$ cat src/rtl/ldst_control_unit.sv
// Moore control sequencer for Mini SRC fetch plus ld/ldi/st/nop/halt.
// Optional single-step gating is enabled by defining LDST_SINGLE_STEP_EN.
module ldst_control_unit #(
  parameter logic [4:0] ALU_ADD = 5'b00011,
  parameter logic [4:0] OP_LD   = 5'b00000,
  parameter logic [4:0] OP_LDI  = 5'b00001,
  parameter logic [4:0] OP_ST   = 5'b00010,
  parameter logic [4:0] OP_NOP  = 5'b11010,
  parameter logic [4:0] OP_HALT = 5'b11011
) (
  input  logic        clk,
  input  logic        clr,
  input  logic        run,
  input  logic [31:0] IR_Data,
  input  logic        step,
  output logic        PC_out,
  output logic        PC_in,
  output logic        IncPC,
  output logic        MAR_in,
  output logic        MDR_in,
  output logic        MDR_out,
  output logic        IR_in,
  output logic        Y_in,
  output logic        Z_in,
  output logic        Zlow_out,
  output logic        C_out,
  output logic        Read,
  output logic        Write,
  output logic        Gra,
  output logic        Grb,
  output logic        Rin,
  output logic        Rout,
  output logic        BAout,
  output logic [4:0]  alu_instruction_bits,
  output logic        busy,
  output logic        halted,
  output logic        illegal,
  output logic        instr_done
);

  typedef enum logic [3:0] {
    S_IDLE, S_T0, S_T1, S_T2, S_T3, S_T4, S_T5, S_T6, S_T7, S_HALT
  } state_t;

  state_t     state, state_next;
  logic       illegal_set;
  logic [4:0] opcode;
  logic       is_ld, is_ldi, is_st, is_nop, is_halt, is_mem;
  logic       go;
  logic       unused_bits;

  assign opcode  = IR_Data[31:27];
  assign is_ld   = (opcode == OP_LD);
  assign is_ldi  = (opcode == OP_LDI);
  assign is_st   = (opcode == OP_ST);
  assign is_nop  = (opcode == OP_NOP);
  assign is_halt = (opcode == OP_HALT);
  assign is_mem  = is_ld | is_ldi | is_st;

`ifdef LDST_SINGLE_STEP_EN
  assign go          = run & step;
  assign unused_bits = ^IR_Data[26:0];
`else
  assign go          = run;
  assign unused_bits = ^{IR_Data[26:0], step};
`endif

  always_ff @(posedge clk or negedge clr) begin
    if (!clr) begin
      state   <= S_IDLE;
      illegal <= 1'b0;
    end else begin
      state <= state_next;
      if (illegal_set) illegal <= 1'b1;
    end
  end

  always_comb begin
    state_next           = state;
    illegal_set          = 1'b0;
    PC_out               = 1'b0;
    PC_in                = 1'b0;
    IncPC                = 1'b0;
    MAR_in               = 1'b0;
    MDR_in               = 1'b0;
    MDR_out              = 1'b0;
    IR_in                = 1'b0;
    Y_in                 = 1'b0;
    Z_in                 = 1'b0;
    Zlow_out             = 1'b0;
    C_out                = 1'b0;
    Read                 = 1'b0;
    Write                = 1'b0;
    Gra                  = 1'b0;
    Grb                  = 1'b0;
    Rin                  = 1'b0;
    Rout                 = 1'b0;
    BAout                = 1'b0;
    alu_instruction_bits = '0;
    busy                 = 1'b0;
    halted               = 1'b0;
    instr_done           = 1'b0;

    case (state)
      S_IDLE: if (go) state_next = S_T0;
      S_T0: begin
        busy = 1'b1; PC_out = 1'b1; MAR_in = 1'b1; IncPC = 1'b1; Z_in = 1'b1;
        state_next = S_T1;
      end
      S_T1: begin
        busy = 1'b1; Zlow_out = 1'b1; PC_in = 1'b1; Read = 1'b1; MDR_in = 1'b1;
        state_next = S_T2;
      end
      S_T2: begin
        busy = 1'b1; MDR_out = 1'b1; IR_in = 1'b1;
        state_next = S_T3;
      end
      S_T3: begin
        busy = 1'b1;
        if (is_mem) begin
          Grb = 1'b1; BAout = 1'b1; Y_in = 1'b1;
          state_next = S_T4;
        end else if (is_nop) begin
          instr_done = 1'b1;
          state_next = go ? S_T0 : S_IDLE;
        end else if (is_halt) begin
          instr_done = 1'b1;
          state_next = S_HALT;
        end else begin
          illegal_set = 1'b1;
          state_next  = S_HALT;
        end
      end
      S_T4: begin
        busy = 1'b1; C_out = 1'b1; Z_in = 1'b1;
        alu_instruction_bits = ALU_ADD;
        state_next = S_T5;
      end
      S_T5: begin
        busy = 1'b1;
        if (is_ldi) begin
          Zlow_out = 1'b1; Gra = 1'b1; Rin = 1'b1; instr_done = 1'b1;
          state_next = go ? S_T0 : S_IDLE;
        end else if (is_ld || is_st) begin
          Zlow_out = 1'b1; MAR_in = 1'b1;
          state_next = S_T6;
        end else begin
          state_next = S_IDLE;
        end
      end
      S_T6: begin
        busy = 1'b1;
        state_next = S_T7;
        if (is_ld) begin
          Read = 1'b1; MDR_in = 1'b1;
        end else if (is_st) begin
          Gra = 1'b1; Rout = 1'b1; MDR_in = 1'b1;
        end else begin
          state_next = S_IDLE;
        end
      end
      S_T7: begin
        busy = 1'b1;
        state_next = go ? S_T0 : S_IDLE;
        if (is_ld) begin
          MDR_out = 1'b1; Gra = 1'b1; Rin = 1'b1; instr_done = 1'b1;
        end else if (is_st) begin
          // Write sits alone in T7 so MDR was loaded a full cycle earlier
          Write = 1'b1; instr_done = 1'b1;
        end else begin
          state_next = S_IDLE;
        end
      end
      S_HALT: halted = 1'b1;
      default: state_next = S_IDLE;
    endcase
  end

endmodule

$ cat config.mk
export PLATFORM = sky130hd
export DESIGN_NAME = ldst_control_unit
export DESIGN_NICKNAME = d
export VERILOG_FILES = /design/src/rtl/ldst_control_unit.sv
export SDC_FILE = /design/constraint.sdc
export NUM_CORES = 1
export LEC_CHECK = 0
export ABC_AREA = 1
export BUFFER_PORTS_ARGS = -buffer_cell sky130_fd_sc_hd__buf_2
export CAP_MARGIN = 20
export CORE_MARGIN = 3
export CORE_UTILIZATION = 36
export DETAILED_ROUTE_END_ITERATION = 12
export PLACE_DENSITY = 0.84
export SETUP_SLACK_MARGIN = 0.15
export SLEW_MARGIN = 40
export SYNTH_ARGS = -nofsm -noshare
export SYNTH_HDL_FRONTEND = slang
export SYNTH_SLANG_ARGS = --single-unit
$ cat constraint.sdc
create_clock -name clk -period 3.47 [get_ports clk]
set_input_delay 0.347 -clock clk [delete_from_list [all_inputs] [get_ports clk]]
set_output_delay 0.347 -clock clk [all_outputs]
set_load 0.02 [all_outputs]
[After elaboration in Yosys (flattened, before gate mapping)]
Index checks and enable logic that the tools add are counted.
Cells by class
  equality and inequality tests: 14
  bitwise gates (word level): 3
  multiplexer cells: 46
  reduce and logical (&&, ||, !) cells: 6
Operators with widths (count)
  one-hot mux 4 bit (10 select lines): 1
  2-to-1 mux 1 bit: 29
  2-to-1 mux 4 bit: 5
  == test 4 x 3 -> 1 bit, second input constant: 4
  one-hot mux 1 bit (2 select lines): 6
  == test 5 bit, second input constant: 2
  == test 4 x 2 -> 1 bit, second input constant: 2
  == test 4 bit, second input constant: 2
  OR reduction 8 bit: 1
  2-to-1 mux 3 bit: 2
  one-hot mux 1 bit (3 select lines): 2
  == test 5 x 1 -> 1 bit, second input constant: 1
  == test 5 x 2 -> 1 bit, second input constant: 1
  logical NOT 5 bit: 1
  == test 4 x 1 -> 1 bit, second input constant: 1
  logical NOT 4 bit: 1
  2-to-1 mux 2 bit: 1
  != test 2 bit, second input constant: 1
  OR 1 bit: 2
  AND reduction 2 bit: 1
  OR reduction 2 bit: 1
  logical OR 1 bit: 1
  inverter 1 bit: 1
Word-level totals
  output and inout bits: 27
  bits in registers: 5
  logic and storage cells: 71

[Longest topological paths before layout]
  depth after elaboration: 5
  gate-level depth with buffers: 9

[Worst setup path after synthesis]
No wires, ideal clock.
  kind: reg-to-output
  from: register state[0]
  to: output port MDR_out
  cell stages (with the launch flop): 5
  setup slack: 1762 ps
  arrival time: 1361 ps
  required time: 3123 ps
  path through: dfrtp_1 inv_1 nor3_1 inv_1 nand2_1
Between the ends
  word-level cells in the longest chain between the ends: 2
  elaborated cells on any way between the ends: 3
  classes of those cells: 2 x eq/ne; 1 x mux
RTL lines
  start: declaration: line 45  | state_t state, state_next;
  start signal: assignment: line 73  | state <= state_next;
  == test 4 bit / == test 4 x 2 -> 1 bit (equally long branches): line 104  | case (state)
  one-hot mux 1 bit (2 select lines) (*): line 104
  end: declaration: line 21  | output logic MDR_out,
Every way passes the cells marked *; elsewhere a longest branch is shown, timed or not.

[Worst setup path in the final report]
  from: register state[0]
  to: output port Gra
Between the ends
  word-level cells in the longest chain between the ends: 2
  elaborated cells on any way between the ends: 4
  classes of those cells: 3 x eq/ne; 1 x mux
RTL lines
  == test 4 bit / == test 4 x 3 -> 1 bit (equally long branches): line 104
  one-hot mux 1 bit (3 select lines) (*): line 104
  end: declaration: line 29  | output logic Gra,
Marks and branches as above.

==> summary.txt <==
Run status
  • Status: finished, final reports clean

Clock tree
  • Bufs on Longest Clock Path: 2
  • Clock Latency Late Sink: 0.24 ns
  • CTS tree: built
  • Root Buffer: clkbuf_4
  • CTS buffer count: 3
  • H-tree level count: 1
  • Clk slew on worst S/H paths: 0.05 ns
  • Sink Count: 5

Global route
  • Pin count of the biggest net entering global routing: 6
  • Global-route wire length before repair: 2370 um
  • GRT Residual Overflow: 0
  • Antenna violations before repair: 0
  • Vias in the first global route: 591
  • Total Routing Usage GR: 0.156

Synthesis
  • Synth Flop Type: dfrtp_1
  • Seq/Total Area, Yosys: 0.215
  • Syn avg cell area: 6.14 um^2
  • Mapped Cells: 95
  • Post-synth cell types: 22
  • Mapped Area: 583 um^2
  • Synth warn: 0
  • Post-synth EDFFs: 0
  • Synth Register Bits: 5
  • Fraction of registers with async set/reset: 1.00

Timing
  • Max Fclk: 0.534 GHz
  • Setup TNS: 0 ns
  • Final min period: 1.87 ns
  • Period Utilization, post-route: 0.540
  • Clk_skew: 0.00710 ns
  • Final setup margin: 1.60 ns
  • Endpoints failing setup: 0
  • Unrepaired setup endpoints after global routing: no
  • Slew Limit Fails: 0
  • Endpoints failing hold: 0

Route
  • Drt total wl: 1550 um
  • DR DRC count: 0
  • Vias post-DR: between 600 and 700
  • TritonRoute pass-1 iters: 4
  • Vias per inst: 4.74
  • WL/cell: roughly 11 um
  • Initial DRC Count: 22
  • Detail Route Antenna Nets: 0

Place
  • Final HPWL DP: 1280 um
  • PortBufs: 31
  • Cell count after placement: approximately 140
  • Routability congestion estimate: about 0.86
  • Dpl ws: about 1.8 ns
  • Placed cell area: between 700 and 800 um^2

Power and ir drop
  • LEAKAGE: 0.498 nW
  • Pwr dens: roughly 770 mW/mm^2
  • Pwr Total: 568 uW
  • Maximum VDD drop: around 0.40 mV

Setup path
  • Worst setup EP type: primary output
  • Worst Path Arrival: 1.53 ns
  • Critical path class: flip-flop to primary output
  • Worst R2R Start: state[3]
  • R2R setup slack: 2.17 ns
  • Critical Path RT: 3.12 ns
  • FF-to-FF End: state[0]
  • Cells on worst reg2reg path: 8
  • Largest fanout on the critical path: 5
  • Startpoint types: flip-flop
  • Critical Path Source: state[0]

Finish
  • # diodes: 0
  • Filler cells: 149
  • Most frequent cells in the layout: 31 x buf_2, 17 x inv_1, 16 x nand2_1
  • Post-Layout Inst Area: between 700 and 800 um^2
  • NumNets Final: approximately 160
  • Cell Count, Final, Fillers Out: 140
  • Proportion of layout cells with a drive suffix above 1: 0.408
  • Commonest non-fill, non-tap cell in the layout: buf_2
  • Area delta synth->final: 27.0%

Floorplanning
  • Core Area: 0.00142 mm^2
  • Effective utilization at floorplan: 0.412
  • IO Pins: 63
  • Row cnt: 13
  • Die W: 46.2 um
  • Die area: 0.00214 mm^2
  • Die H: ~46 um

Worst hold path
  • Min-Delay Path Class: input port to async pin

Run
  • Max_cap viols: 0
cells by family after synthesis:
logic type | count (synthesis) | synth area share
buffers and inverters | 30 | 0.245
flip-flops | 5 | 0.215
AO/OA/AOI/OAI | 9 | 0.0901
AND/OR/NAND/NOR | 50 | 0.444
other | 1 | 0.00643
critical path, stage by stage, from the launching register on:
cell,delay (ns)
dfrtp_1,0.45
nor2_1,0.21
nand2_1,0.09
nor2_2,0.15
nand2_2,0.07
nand2_1,0.07
or2_1,0.09
buf_2,0.15
flip-flops by register name, indices dropped and copies added (netlist names):
signal   flops
illegal      1
state        4
synthesized netlist by cell type, types with 2 or more instances:
cell type | n | share of area
buf_4 | 8 | 0.10
nand4_2 | 2 | 0.043
inv_2 | 5 | 0.032
inv_1 | 17 | 0.11
o21ai_0 | 3 | 0.026
nand3_1 | 8 | 0.069
nor2_1 | 12 | 0.077
dfrtp_1 | 5 | 0.21
a21oi_1 | 2 | 0.017
nand2_1 | 16 | 0.10
nand2_2 | 4 | 0.043
nor2_2 | 3 | 0.032
where the power goes:
group / leakage, nW / internal (mW) / total, mW / switching [mW]
sequential: 0.0612 / 0.0836 / 0.115 / 0.0311
clock: 0.0150 / 0.0434 / 0.0664 / 0.0230
combinational: 0.422 / 0.119 / 0.386 / 0.267
final cells by class:
cell class / count / area [um^2] / share of cell area
Inverter: 22 / 82.6 / 0.111
Tap cell: 15 / 18.8 / 0.0253
Sequential cell: 5 / 125 / 0.169
Multi-Input combinational cell: 62 / 323 / 0.436
Timing Repair Buffer: 32 / 165 / 0.223
Clock buffer: 4 / 26.3 / 0.0355
metrics by stage:
stage,utilization,hold WS (ns)
2_1_floorplan,-,0.0514
3_3_place_gp,0.498,0.164
3_5_place_dp,0.498,0.164
4_1_cts,0.523,0.432
5_1_grt,0.523,0.467
6_report,0.523,0.450
worst max path at each step:
stage	endpoint	slack [ns]	depth (start not counted)
floorplan	MDR_out	1.76	4
global placement	Gra	1.81	8
detailed placement	Gra	1.77	8
CTS	Gra	1.59	7
global route	Gra	1.50	7
finish	Gra	1.60	7
metal layers:
metal | global-route usage | vias to the layer above | share of wire
li1 | - | 341 | -
met1 | 0.192 | 289 | 0.41
met2 | 0.264 | 33 | 0.50
met3 | 0.0117 | 0 | 0.089
met4 | 0.0852 | 0 | 0
met5 | 0 | - | 0
what timing repair did:
| item | 4_1_cts | 5_1_grt |
|---|---|---|
| hold endpoints to repair | 5 | 0 |
| hold buffers | 1 | 0 |
| resized for setup | 0 | 0 |
| setup buffers | 0 | 0 |
Power figures use the tool's default switching activity.
